<file path="src/rtl/rainbow_pkg.sv">
// Shared types for the rainbow sequencer: FSM states, hue phases and phase stepping.
package rainbow_pkg;

  typedef enum logic [1:0] {
    IDLE = 2'd0,
    RUN  = 2'd1,
    HOLD = 2'd2
  } state_t;

  typedef enum logic [2:0] {
    P0 = 3'd0,
    P1 = 3'd1,
    P2 = 3'd2,
    P3 = 3'd3,
    P4 = 3'd4,
    P5 = 3'd5
  } phase_t;

  localparam int NUM_PHASES = 6;

  function automatic phase_t next_phase(input phase_t p);
    if (int'(p) >= NUM_PHASES - 1) return P0;
    return phase_t'(p + 3'd1);
  endfunction

endpackage

</file>
<file path="src/rtl/tick_gen.sv">
// Ramp step timer: counts run cycles and pulses tick on the last count of each step.
// Holding run low freezes the count, so a paused sequence resumes mid-step.
module tick_gen #(
  parameter int STEP_COUNTER_MAX = 2500000
) (
  input  logic clk,
  input  logic rst,
  input  logic run,
  output logic tick
);

  localparam int CW = $clog2(STEP_COUNTER_MAX) + 1;
  localparam logic [CW-1:0] LAST = CW'(STEP_COUNTER_MAX - 1);

  logic [CW-1:0] count_q, count_d;

  assign tick = run && (count_q == LAST);

  always_comb begin
    count_d = count_q;
    if (run) count_d = tick ? '0 : count_q + CW'(1);
  end

  always_ff @(posedge clk) begin
    if (!rst) count_q <= '0;
    else      count_q <= count_d;
  end

endmodule

</file>
<file path="src/rtl/rainbow_sequencer.sv">
// Hue-wheel sequencer producing R/G/B duty words for three PWM channels.
// Duties are decoded purely from registered state, phase and ramp.
module rainbow_sequencer
  import rainbow_pkg::*;
#(
  parameter int DUTY_RES         = 8,
  parameter int STEP_COUNTER_MAX = 2500000
) (
  input  logic                clk,
  input  logic                rst,
  input  logic                en,
  input  logic                hold,
  output logic [DUTY_RES:0]   duty_r,
  output logic [DUTY_RES:0]   duty_g,
  output logic [DUTY_RES:0]   duty_b,
  output logic [2:0]          phase,
  output logic                wrap,
  output logic                busy
);

  localparam logic [DUTY_RES:0]   MAX_W    = {1'b1, {DUTY_RES{1'b0}}};
  localparam logic [DUTY_RES-1:0] RAMP_TOP = '1;

  state_t              state_q, state_d;
  phase_t              phase_q, phase_d;
  logic [DUTY_RES-1:0] ramp_q, ramp_d;
  logic                wrap_q, wrap_d;
  logic                tick, run, tick_rst;
  logic [DUTY_RES:0]   rp, fl;

  assign run = (state_q == RUN);
  // Step count is wiped at the same edge the FSM falls back to IDLE.
  assign tick_rst = rst && (state_d != IDLE);

  tick_gen #(.STEP_COUNTER_MAX(STEP_COUNTER_MAX)) u_tick_gen (
    .clk  (clk),
    .rst  (tick_rst),
    .run  (run),
    .tick (tick)
  );

  always_comb begin
    state_d = state_q;
    case (state_q)
      IDLE:    if (en) state_d = RUN;
      RUN:     if (!en) state_d = IDLE; else if (hold) state_d = HOLD;
      HOLD:    if (!en) state_d = IDLE; else if (!hold) state_d = RUN;
      default: state_d = IDLE;
    endcase
  end

  always_comb begin
    phase_d = phase_q;
    ramp_d  = ramp_q;
    wrap_d  = 1'b0;
    if (state_d == IDLE) begin
      phase_d = P0;
      ramp_d  = '0;
    end else if (tick) begin
      if (ramp_q == RAMP_TOP) begin
        ramp_d  = '0;
        phase_d = next_phase(phase_q);
        wrap_d  = (phase_q == P5);
      end else begin
        ramp_d = ramp_q + DUTY_RES'(1);
      end
    end
  end

  always_ff @(posedge clk) begin
    if (!rst) begin
      state_q <= IDLE;
      phase_q <= P0;
      ramp_q  <= '0;
      wrap_q  <= 1'b0;
    end else begin
      state_q <= state_d;
      phase_q <= phase_d;
      ramp_q  <= ramp_d;
      wrap_q  <= wrap_d;
    end
  end

  // ramp never exceeds MAX-1, so the falling edge stays within 1..MAX.
  assign rp = {1'b0, ramp_q};
  assign fl = MAX_W - rp;

  always_comb begin
    duty_r = '0;
    duty_g = '0;
    duty_b = '0;
    if (state_q != IDLE) begin
      case (phase_q)
        P0:      begin duty_r = MAX_W; duty_g = rp;    end
        P1:      begin duty_r = fl;    duty_g = MAX_W; end
        P2:      begin duty_g = MAX_W; duty_b = rp;    end
        P3:      begin duty_g = fl;    duty_b = MAX_W; end
        P4:      begin duty_r = rp;    duty_b = MAX_W; end
        P5:      begin duty_r = MAX_W; duty_b = fl;    end
        default: ;
      endcase
    end
  end

  assign phase = phase_q;
  assign wrap  = wrap_q;
  assign busy  = (state_q != IDLE);

endmodule

</file>
<file path="config.mk">
export PLATFORM = sky130hd
export DESIGN_NAME = rainbow_sequencer
export DESIGN_NICKNAME = d
export VERILOG_FILES = /design/src/rtl/rainbow_pkg.sv /design/src/rtl/tick_gen.sv /design/src/rtl/rainbow_sequencer.sv
export SDC_FILE = /design/constraint.sdc
export NUM_CORES = 1
export LEC_CHECK = 0
export CAP_MARGIN = 20
export CORE_UTILIZATION = 33
export DETAILED_ROUTE_END_ITERATION = 7
export PLACE_DENSITY = 0.6
export SYNTH_ARGS = -nofsm -noshare
export SYNTH_HDL_FRONTEND = slang
export SYNTH_SLANG_ARGS = --single-unit
</file>
<file path="constraint.sdc">
create_clock -name clk -period 3.1 [get_ports clk]
set_clock_uncertainty 0.05 [all_clocks]
set_input_delay 0.62 -clock clk [delete_from_list [all_inputs] [get_ports clk]]
set_output_delay 0.62 -clock clk [all_outputs]
set_load 0.05 [all_outputs]
</file>
==> flow_summary_export.csv <==
group,metric,value,unit
power,power.density,267,nW/um^2
final_layout,seq_area,741,um^2
yosys,yosysTopAreaCellShare,28.9,%
clock_tree,clockRootBuffer,"clkbuf_8",
sta,finalHoldViolations,0,
final_layout,num-fill-cells,791,
critical_path,required,2430,ps
power,seqPwrFrac,56.6,%
yosys,synth_cell_type_count,48,
outcome,status,"complete, no violations",
grt,grt_max_degree,22,
yosys,netlist_instances,346,
placement,dp.cells,465,
detailed_routing,vias,2639,
placement,gp_congestion,0.845,
sta,min_period,2970,ps
placement,dp_hpwl,4.88,mm
power,ir_drop,0.178,mV
grt,overflow,0,
floorplanning,die-area,8120,um^2
yosys,seq_area_frac_synth,28.9,%
clock_tree,cts_hold_buf,0,
sta,period_share,95.7,%
clock_tree,clock_latency,290,ps
final_layout,stdcell_count,473,
clock_tree,max-clock-path-buffers,2,
power,swShare,23.6,%
yosys,syn_nets,358,
yosys,async_flop_share,0,%
critical_path,startpoint,"ramp_q[1]",
yosys,synth_edf_count,0,
critical_path,path_class,"register to output port",
yosys,yosys_warnings,0,
sta,setup_viol,0,
final_layout,diodes,0,
hold_path,hp-start,"u_tick_gen.count_q[22]",
detailed_routing,drt_pass1_iterations,5,
final_layout,multi_input_area,1700,um^2
clock_tree,cts_buffers,5,
detailed_routing,antenna_left,0,
sta,rsz0062_at_grt,"false",
floorplanning,die_h,90.1,um
sta,relSlewSlack,53.2,%
grt,track_usage,16.7,%
yosys,synthFlopType,"dfxtp_1",
floorplanning,die_w,90.1,um
sta,fmax,337,MHz
detailed_routing,avgRoutedWirePerCell,14.5,um
detailed_routing,wl,6.84,mm
detailed_routing,vias_per_cell,5.58,
power,design_power_total,0.846,mW
clock_tree,clk_pin_slew,70,ps
critical_path,cp.arrival,2300,ps
power,clockPowerShare,38.3,%
sta,slew_violations,0,
critical_path,crit_path_max_fanout,10,
sta,worst_pin_slew,696,ps
yosys,synth_area_leaders,"dfxtp_1 29%, a21oi_1 7.8%, nand3_1 5.1%",
yosys,syn_area,2560,um^2
yosys,synth_area_leader_cell,"dfxtp_1",
grt,antenna_found_initial,0,
floorplanning,core-area,7370,um^2
detailed_routing,drtIter0Drc,162,
yosys,synth_area_per_cell,7.41,um^2
final_layout,fin_nets,385,
power,internal_power,0.646,mW
final_layout,layout-drive-gt1-share,15.0,%
placement,io_buffers,35,
floorplanning,start_util,34.8,%
floorplanning,io_pins,36,
power,combPwrFrac,5.0,%
grt,grt_pass1_vias,2329,
critical_path,rr_startpoint,"u_tick_gen.count_q[0]",
final_layout,area_growth_syn_to_layout,23.5,%
power,power.leakage,1.07,nW
job,max-cap-violations,0,
yosys,ys_ff_latch,37,
clock_tree,ctsResizeCount,1,
grt,grt_pass1_wl,11.2,mm
critical_path,critPathLaunchType,"register",
clock_tree,h-tree-depth,2,
clock_tree,clock-sinks,37,
critical_path,worst_setup_path_end_kind,"output port",
detailed_routing,drc,0,
hold_path,hold_class,"register to register",
floorplanning,rows,31,
power,switching_power,0.200,mW
clock_tree,postCtsSetupBuffers,0,
sta,finalSetupTns,0,ps
clock_tree,cts_tree,"built",
registers in the layout, indices dropped and copies added, names as in the netlist:
register / cells
phase: 3
ramp_q: 8
state_q: 2
u_tick_gen.count_q: 23
wrap: 1
synth_stat cells (all sizes together), types with 9 or more instances:
library cell,n
dfxtp,37
nand4,11
inv,12
nand2,26
or4,12
a21oi,41
nand3,27
clkbuf,17
nor2,29
and3,9
xnor2,10
o21ai,19
or3,9
worst max-delay path, stage by stage (launching register included):
cell,delay [ps]
dfxtp_1,400
or4_4,570
or4_1,440
o21a_1,200
o21ai_1,220
buf_12,170
per-stage QoR:
step	hold WS (ps)	worst slack, ps	util (%)	instance area (um^2)
6_report	441	133	43.0	3170
3_3_place_gp	420	389	41.6	3060
4_1_cts	440	1.40	42.7	3150
5_1_grt	459	11.6	43.0	3170
2_1_floorplan	402	5.53	-	2580
3_5_place_dp	428	316	41.6	3060
worst paths after layout:
path                                 end  slack [ps]  cells after the start
hold / removal    u_tick_gen.count_q[22]         440                      2
setup / recovery               duty_b[7]         130                      5
setup reg to reg                phase[1]         690                      5
hold reg to reg   u_tick_gen.count_q[22]         440                      2
cell families (layout without fill, tap and decap cells):
logic type	after synthesis	count (layout)	synth area share [%]
buffers and inverters	36	64	5.81
AND/OR/NAND/NOR	163	163	35.8
multiplexers	3	3	1.17
AO/OA/AOI/OAI	87	87	20.3
XOR/XNOR	12	12	4.10
flip-flops	37	37	28.9
adder cells (fa/ha/maj)	8	8	3.91
layout make-up:
cell class              instances  share of cell area (%)
flip-flops and latches         37                    23.4
inverters                      12                    1.42
clock buffers                   6                    2.29
multi-input cells             273                    53.6
well taps                      99                    3.91
repair buffers                 44                    15.0
clock inverters                 2                   0.316
layout by cell type, fill, tap and decap left out, drive strengths merged, types with 6 or more instances in the layout:
master          n
nand2          26
dfxtp          37
inv            12
o21ai          19
xnor2          10
o31ai           8
nor3            8
clkbuf          6
or4            12
nor4            6
buf            34
nand4          11
a21oi          41
nor2           29
clkdlybuf4s50   7
and3            9
or3             9
ha              8
nand3          27
power by group through the flow:
| stage | clock network, mW | logic [mW] | registers [mW] |
|---|---|---|---|
| floorplan | 0 | 0.0246 | 0.490 |
| global placement | 0 | 0.0424 | 0.490 |
| detailed placement | 0 | 0.0428 | 0.490 |
| CTS | 0.338 | 0.0429 | 0.479 |
| global route | 0.353 | 0.0459 | 0.479 |
| finish | 0.324 | 0.0426 | 0.479 |
routing by layer:
metal | wire (um) | GRT usage [%] | vias up
met5 | 0 | 0 | -
met4 | 44 | 4.44 | 0
met3 | 254 | 2.96 | 8
met2 | 3240 | 26.8 | 46
met1 | 3310 | 22.9 | 1255
li1 | - | - | 1330
(Power assumes the default switching activity.)
